--- config.mk ---
export PLATFORM = sky130hd
export DESIGN_NAME = kong_ctrl
export DESIGN_NICKNAME = d
export VERILOG_FILES = /design/src/rtl/kong_ctrl.sv
export SDC_FILE = /design/constraint.sdc
export NUM_CORES = 1
export LEC_CHECK = 0
export CAP_MARGIN = 20
export CORE_MARGIN = 4
export CORE_UTILIZATION = 40
export DETAILED_ROUTE_END_ITERATION = 8
export RECOVER_POWER = 50
export SYNTH_ARGS = -nofsm -noshare
export SYNTH_HDL_FRONTEND = slang
export SYNTH_SLANG_ARGS = --single-unit
export TNS_END_PERCENT = 5
--- constraint.sdc ---
create_clock -name clk -period 5 [get_ports clk]
set_clock_uncertainty 0.1 [all_clocks]
set_input_delay 0.5 -clock clk [delete_from_list [all_inputs] [get_ports clk]]
set_output_delay 0.5 -clock clk [all_outputs]
set_load 0.05 [all_outputs]
--- src/rtl/kong_ctrl.sv ---
// Kong sequencing controller: arbitrates left/right between the player and auto-patrol,
// and runs the barrel throw sequence (wind-up lock, spawn pulse, cooldown).
module kong_ctrl #(
  parameter int WINDUP_FRAMES     = 30,
  parameter int COOLDOWN_FRAMES   = 90,
  parameter int AUTO_THROW_FRAMES = 120,
  parameter int AUTO_XMIN         = 16,
  parameter int AUTO_XMAX         = 560
) (
  input  logic        clk,
  input  logic        rst,
  input  logic        game_en,
  input  logic        frame_tick,
  input  logic        auto_mode,
  input  logic        p_left,
  input  logic        p_right,
  input  logic        p_throw,
  input  logic [10:0] kong_xpos,
  output logic        left,
  output logic        right,
  output logic        animation,
  output logic        barrel_spawn,
  output logic        throw_busy
);

  typedef enum logic [1:0] {ST_IDLE, ST_ACTIVE, ST_WINDUP, ST_COOLDOWN} state_t;

  localparam logic [7:0]  WIN_LAST  = 8'(WINDUP_FRAMES - 1);
  localparam logic [7:0]  COOL_LAST = 8'(COOLDOWN_FRAMES - 1);
  localparam logic [7:0]  AUTO_LAST = 8'(AUTO_THROW_FRAMES - 1);
  localparam logic [10:0] XMIN      = 11'(AUTO_XMIN);
  localparam logic [10:0] XMAX      = 11'(AUTO_XMAX);

  state_t     state_q;
  logic [7:0] frame_cnt_q, auto_cnt_q;
  logic       thr_q, dir_q;
  logic       dir_d, auto_req, throw_req, mv_l, mv_r;

  always_comb begin
    auto_req  = game_en & auto_mode & frame_tick & (auto_cnt_q == AUTO_LAST);
    throw_req = (p_throw & ~thr_q) | auto_req;
    dir_d     = dir_q;
    // dir_q=1 means patrol heading right
    if (auto_mode) begin
      if (kong_xpos >= XMAX)      dir_d = 1'b0;
      else if (kong_xpos <= XMIN) dir_d = 1'b1;
    end
    mv_l = auto_mode ? ~dir_d : (p_left & ~p_right);
    mv_r = auto_mode ?  dir_d : (p_right & ~p_left);
  end

  always_ff @(posedge clk or negedge rst) begin
    if (!rst) begin
      state_q      <= ST_IDLE;
      frame_cnt_q  <= '0;
      auto_cnt_q   <= '0;
      thr_q        <= 1'b0;
      dir_q        <= 1'b1;
      left         <= 1'b0;
      right        <= 1'b0;
      animation    <= 1'b0;
      barrel_spawn <= 1'b0;
      throw_busy   <= 1'b0;
    end else begin
      thr_q        <= p_throw;
      left         <= 1'b0;
      right        <= 1'b0;
      animation    <= 1'b0;
      barrel_spawn <= 1'b0;
      throw_busy   <= 1'b0;
      if (!game_en) begin
        state_q     <= ST_IDLE;
        frame_cnt_q <= '0;
        auto_cnt_q  <= '0;
      end else begin
        dir_q <= dir_d;
        if (!auto_mode)      auto_cnt_q <= '0;
        else if (frame_tick) auto_cnt_q <= (auto_cnt_q == AUTO_LAST) ? 8'd0 : auto_cnt_q + 8'd1;
        case (state_q)
          ST_IDLE: begin
            state_q <= ST_ACTIVE;
            left    <= mv_l;
            right   <= mv_r;
          end
          ST_ACTIVE: begin
            if (throw_req) begin
              state_q     <= ST_WINDUP;
              frame_cnt_q <= '0;
              animation   <= 1'b1;
              throw_busy  <= 1'b1;
            end else begin
              left  <= mv_l;
              right <= mv_r;
            end
          end
          ST_WINDUP: begin
            throw_busy <= 1'b1;
            if (frame_tick && frame_cnt_q == WIN_LAST) begin
              state_q      <= ST_COOLDOWN;
              frame_cnt_q  <= '0;
              barrel_spawn <= 1'b1;
              left         <= mv_l;
              right        <= mv_r;
            end else begin
              animation <= 1'b1;
              if (frame_tick) frame_cnt_q <= frame_cnt_q + 8'd1;
            end
          end
          default: begin
            // cooldown: movement allowed, throw requests simply ignored
            left       <= mv_l;
            right      <= mv_r;
            throw_busy <= 1'b1;
            if (frame_tick) begin
              if (frame_cnt_q == COOL_LAST) begin
                state_q     <= ST_ACTIVE;
                frame_cnt_q <= '0;
                throw_busy  <= 1'b0;
              end else begin
                frame_cnt_q <= frame_cnt_q + 8'd1;
              end
            end
          end
        endcase
      end
    end
  end

endmodule

==> results of run 1 <==
[metrics by stage]
step	area (um^2)	utilization, %
6_report	1820	52.5
2_1_floorplan	1500	-
3_5_place_dp	1790	51.5
5_1_grt	1820	52.5
3_3_place_gp	1770	51.1
4_1_cts	1830	52.8
[per-layer routing]
metal,GRT usage (%),up-vias,share of wire (%)
li1,-,579,-
met1,17.2,562,45
met2,23.5,20,51
met3,2.03,4,2.5
met4,6.07,0,1.5
met5,0,-,0
[registers in the layout, summed over array words and instances (netlist names)]
| signal | count |
|---|---|
| animation | 1 |
| right | 1 |
| auto_cnt_q | 8 |
| barrel_spawn | 1 |
| throw_busy | 1 |
| thr_q | 1 |
| state_q | 2 |
| frame_cnt_q | 8 |
| dir_q | 1 |
| left | 1 |
[cell type report]
class,instances,area [um^2]
well taps,46,57.6
clock buffers,4,45.0
inverters,6,22.5
repair buffers,24,234
fillers,350,1650
flip-flops and latches,25,627
multi-input cells,109,835
[cell usage after synthesis (2+ instances only)]
cell type,count
dfrtp_1,24
a32oi_1,5
nand4bb_1,2
nor2_1,15
nand2_1,11
and3_1,2
and2_1,3
mux2i_1,4
or2_2,4
inv_1,6
nand4_1,2
xnor2_1,3
nand2b_1,3
o31ai_2,5
a21oi_1,2
ha_1,7
o211ai_1,2
xor2_1,4
nand3_1,6
o21ai_0,4
[logic make-up after synthesis]
kind of cell,share of synthesized area (%)
xor gates and xnor gates,4.09
buffers and inverters,2.59
AOI/OAI and AO/OA,21.3
DFF,41.8
muxes,3.42
adders and majority gates,5.84
and+or+nand+nor,21.0
[final timing paths]
kind	startpoint	end	slack, ns	cells after the start
max in group asynchronous	rst	auto_cnt_q[7]	3.17	2
worst max register to register	state_q[0]	frame_cnt_q[3]	2.67	7
worst min register to register	frame_cnt_q[5]	frame_cnt_q[5]	0.44	1
min in group asynchronous	rst	barrel_spawn	0.55	1
worst min-delay path	frame_cnt_q[5]	frame_cnt_q[5]	0.44	1
worst max-delay path	game_en	frame_cnt_q[5]	2.32	6
[power breakdown]
part | internal, uW | leakage [uW] | switching (uW)
clock network | 57.0 | 0.0000228 | 63.3
registers | 221 | 0.000338 | 19.9
logic | 93.1 | 0.000387 | 128
total | 372 | 0.000748 | 212
==> metrics.txt, run 1 <==
status=completed; Worst path max stage delay=0.97 ns; clock latency at the later pin of the worst-skew pair=0.27 ns; Syn Area/Cell=10.5 um^2; critical path cell sequence=dlygate4sd3_1 -> nand2_4 -> o311ai_4 -> nand3b_4 -> a21bo_4 -> o31ai_2; Synth Cell Area=1500 um^2; GRT Util Overall=13.8%; RSZ-0062 raised after global routing=false; first-pass GRT wire length=5.38 mm; via density per instance=5.44; Synthesized Nets=169; HP Class=register to register; Routed Antenna Nets=0; power density cells=320 nW/um^2; Ys Warns=0; Initial DRC Count=99; I/O Pins=24; Top delay family on crit path=buffers and inverters; setup_tns=0 ns; area leader, netlist=dfrtp_1; largest net degree at the start of global routing=18; Max-slew headroom=47.5%; CP bufs+invs=1; WP data required=5.08 ns; worst slack at placement=2.11 ns; Layout area overhead=21.4%; Final Worst Setup Slack=2.32 ns; CP max-delay cell=dlygate4sd3_1; DR vias=1165; Syn Inst Count=143; sequential-to-total area share from yosys stat=41.8%; area share of the largest cell type after synthesis=40.0%; # Max-Cap Violations=0; post-cts hold buffer count=0; gp weighted congestion=0.820; count of pins over their slew limit=0; DIE WIDTH=69.2 um; CP Class=input port to register; Most used DFF post-synth=dfrtp_1; Core ar.=3470 um^2; top post-synthesis cells by area=dfrtp_1, ha_1, o31ai_2, nor2_1, a32oi_1; Setup Fix Bufs, Post-CTS=0; Initial Util=43.3%; grt ovf=0; Root Buffer=clkbuf_8; Worst-Margin Slew=0.787 ns; post-CTS sizing=0; vias in the first global route=1210; maximum fanout along the worst path=17; Critical Path End Type=register; Period minus WS final=2.68 ns; Clock Tree Buf Depth=2; fin cells=214; IO buf count=23; CP Launch Type=input port; Pwr Total=583 uW; Final HPWL DP=2.46 mm; Die Ht=69.2 um; Max H-tree Level=1; share of cells above drive strength 1=11.9%; Final Setup Violations=0; Fmax achieved=373 MHz; period utilization=53.6%; leak pwr=0.000748 uW; Num Clock Sinks=25; num rows=21; Max IR drop VDD=145 uV; Synth cell types=49; commonest non-fill, non-tap cells in the layout=dfrtp_1, clkdlybuf4s50_1, nor2_1, nand2_1, ha_1; Post-layout nets=195; most common cell after layout, fill and taps aside=dfrtp_1; CTS tree=built; number of remaining DRC errors=0; Worst-path clk slew=0.08 ns; worst path arrival time=2.77 ns; Final Hold Fails=0; Placed Cells incl. Taps=210; Num CTS Buffers=3; Ant. Diodes=0; TritonRoute pass-1 iters=4; DR WL/cell=14.6 um; worst hold slack=0.444 ns; Post-synth EDFFs=0; flops & latches, synth=25; post-synthesis async set-or-reset flop share=100%; Routed WL=3.13 mm; die area=4790 um^2; initial antenna violation count=0
Power figures use the tool's default switching activity.
==> inputs of run 2 (changes only) <==
==> constraint.sdc (replaced) <==
create_clock -name clk -period 2.5 [get_ports clk]
set_clock_uncertainty 0.1 [all_clocks]
set_input_delay 0.25 -clock clk [delete_from_list [all_inputs] [get_ports clk]]
set_output_delay 0.25 -clock clk [all_outputs]
set_load 0.05 [all_outputs]
==> run 2 against run 1 <==
  * Combinational power rose by 110%
  * Sequential cell count did not move
  * First-iteration DRC count rose by 52%
  * Design area rose by 1.6%
  * Register-to-register slack got worse by 2.4 ns
  * Final cell count rose by 1.9%
  * Sequential power rose by 100%
  * Utilization rose by 0.87 points
  * Worst setup slack got worse by 2.1 ns
  * Via count rose by 2.5%
  * Largest power group unchanged
==> metrics.txt, run 2 (synthesis results as in run 1) <==
Placed Cells incl. Taps=214 (was 210); post-CTS sizing=0 (unchanged); Max H-tree Level=1 (unchanged); R2R Path End=frame_cnt_q[3] (unchanged); GRT Util Overall=14.5% (was 13.8%); Ant. Diodes=0 (unchanged); biggest regs=auto_cnt_q x8, frame_cnt_q x8, state_q x2 (unchanged); worst slack at placement=0.200 ns (was 2.11 ns); Comb power frac=39.1% (was 38.0%); via density per instance=5.48 (was 5.44); Root Buffer=clkbuf_8 (unchanged); Worst-Margin Slew=0.800 ns (was 0.787 ns); die area=4790 um^2 (unchanged); fin cells=218 (was 214); Routed WL=3.25 mm (was 3.13 mm); RSZ-0062 raised after global routing=false (unchanged); Core ar.=3470 um^2 (unchanged); leak pwr=0.000767 uW (was 0.000748 uW); status=completed (unchanged); HP Class=input port to asynchronous set/reset pin (was register to register); Period minus WS final=2.25 ns; Sequential Power Share=40.5% (was 41.4%); Clock Tree Buf Depth=2 (unchanged); grt ovf=0 (unchanged); Final HPWL DP=2.53 mm (was 2.46 mm); Initial Util=43.3% (unchanged); R2R setup slack=0.25 ns (was 2.67 ns); Num Clock Sinks=25 (unchanged); Layout area overhead=23.4% (was 21.4%); Post-layout nets=199 (was 195); largest net degree at the start of global routing=16 (was 18); DIE WIDTH=69.2 um (unchanged); clock network fraction of total power=20.4% (was 20.6%); TritonRoute pass-1 iters=4 (unchanged); Reg2Reg Launch Point=state_q[0] (unchanged); sw power=432 uW (was 212 uW); gp weighted congestion=0.811 (was 0.820); vias in the first global route=1215 (was 1210); Fmax achieved=444 MHz; Initial DRC Count=150 (was 99); number of remaining DRC errors=0 (unchanged); Final Worst Setup Slack=0.246 ns (was 2.32 ns); clock latency at the later pin of the worst-skew pair=0.27 ns (about the same); maximum fanout along the worst path=8 (was 17); Num CTS Buffers=3 (unchanged); P_int=756 uW (was 372 uW); setup_tns=0 ns (unchanged); share of cells above drive strength 1=14.0% (was 11.9%); post-cts hold buffer count=0 (unchanged); R2R cell count=7 (unchanged); num rows=21 (unchanged); DR vias=1194 (was 1165); power density cells=642 nW/um^2 (was 320 nW/um^2); worst path arrival time=2.31 ns (was 2.77 ns); # Max-Cap Violations=0 (unchanged); initial antenna violation count=0 (unchanged); CP Class=register to register (was input port to register); most common cell after layout, fill and taps aside=dfrtp_1 (unchanged); Routed Antenna Nets=0 (unchanged); Critical Path End Type=register (unchanged); Die Ht=69.2 um (unchanged); CP Launch Type=register (was input port); count of pins over their slew limit=0 (unchanged); Max IR drop VDD=243 uV (was 145 uV); Critical Path Source=state_q[0] (was game_en); period utilization=90.2%; I/O Pins=24 (unchanged); first-pass GRT wire length=5.74 mm (was 5.38 mm); Final Setup Violations=0 (unchanged); WP data required=2.56 ns (was 5.08 ns); IO buf count=23 (unchanged); Max-slew headroom=46.7% (was 47.5%); Final Hold Fails=0 (unchanged); Setup Fix Bufs, Post-CTS=0 (unchanged); DR WL/cell=14.9 um (was 14.6 um); commonest non-fill, non-tap cells in the layout=dfrtp_1, clkdlybuf4s50_1, nor2_1, nand2_1, ha_1 (unchanged); Worst-path clk slew=0.09 ns (was 0.08 ns); CTS tree=built (unchanged); switching part of the total=36.3% (about the same)
==> run 2: changes by cell type in the layout (fill, tap and decap cells not counted), sizes merged <==
| cell | change |
|---|---|
| buf | +4 |
==> run 2: final cells by class <==
cell class	instances	area (um^2)
Multi-Input combinational cell	109	835
Fill cell	327	1620
Clock buffer	4	45.0
Inverter	6	22.5
Timing Repair Buffer	28	264
Tap cell	46	57.6
Sequential cell	25	627
==> run 2: worst max path at each step <==
stage	depth (start not counted)	end
2_1_floorplan	7	frame_cnt_q[3]
3_3_place_gp	7	frame_cnt_q[3]
3_5_place_dp	6	frame_cnt_q[6]
4_1_cts	7	frame_cnt_q[3]
5_1_grt	7	frame_cnt_q[3]
6_report	7	frame_cnt_q[3]
==> run 2: metal layers <==
layer | vias up | wire length, um | global-route usage (%)
li1 | 584 | - | -
met1 | 584 | 1490 | 18.1
met2 | 21 | 1600 | 24.2
met3 | 5 | 123 | 3.62
met4 | 0 | 44 | 5.42
met5 | - | 0 | 0
==> run 2: stage by stage <==
step / util [%] / power [uW] / area (um^2) / hold slack, ns
2_1_floorplan: - / 803 / 1500 / -0.146
3_3_place_gp: 52.2 / 949 / 1810 / 0.426
3_5_place_dp: 52.2 / 956 / 1810 / 0.436
4_1_cts: 53.5 / 1200 / 1850 / 0.220
5_1_grt: 53.4 / 1260 / 1850 / 0.310
6_report: 53.4 / 1190 / 1850 / 0.274
==> run 2: critical path, cell delays in order (launching register included) <==
cell	delay, ns
dfrtp_1	0.40
inv_1	0.09
ha_1	0.31
or4b_1	0.50
o21ai_0	0.21
a21oi_2	0.12
a21bo_4	0.29
o211ai_1	0.11
==> run 2: power by group through the flow <==
stage	logic, uW	registers [uW]	clock network [uW]
finish	464	481	243
floorplan	274	529	0
detailed placement	465	490	0
global route	510	489	264
global placement	460	488	0
CTS	468	481	254
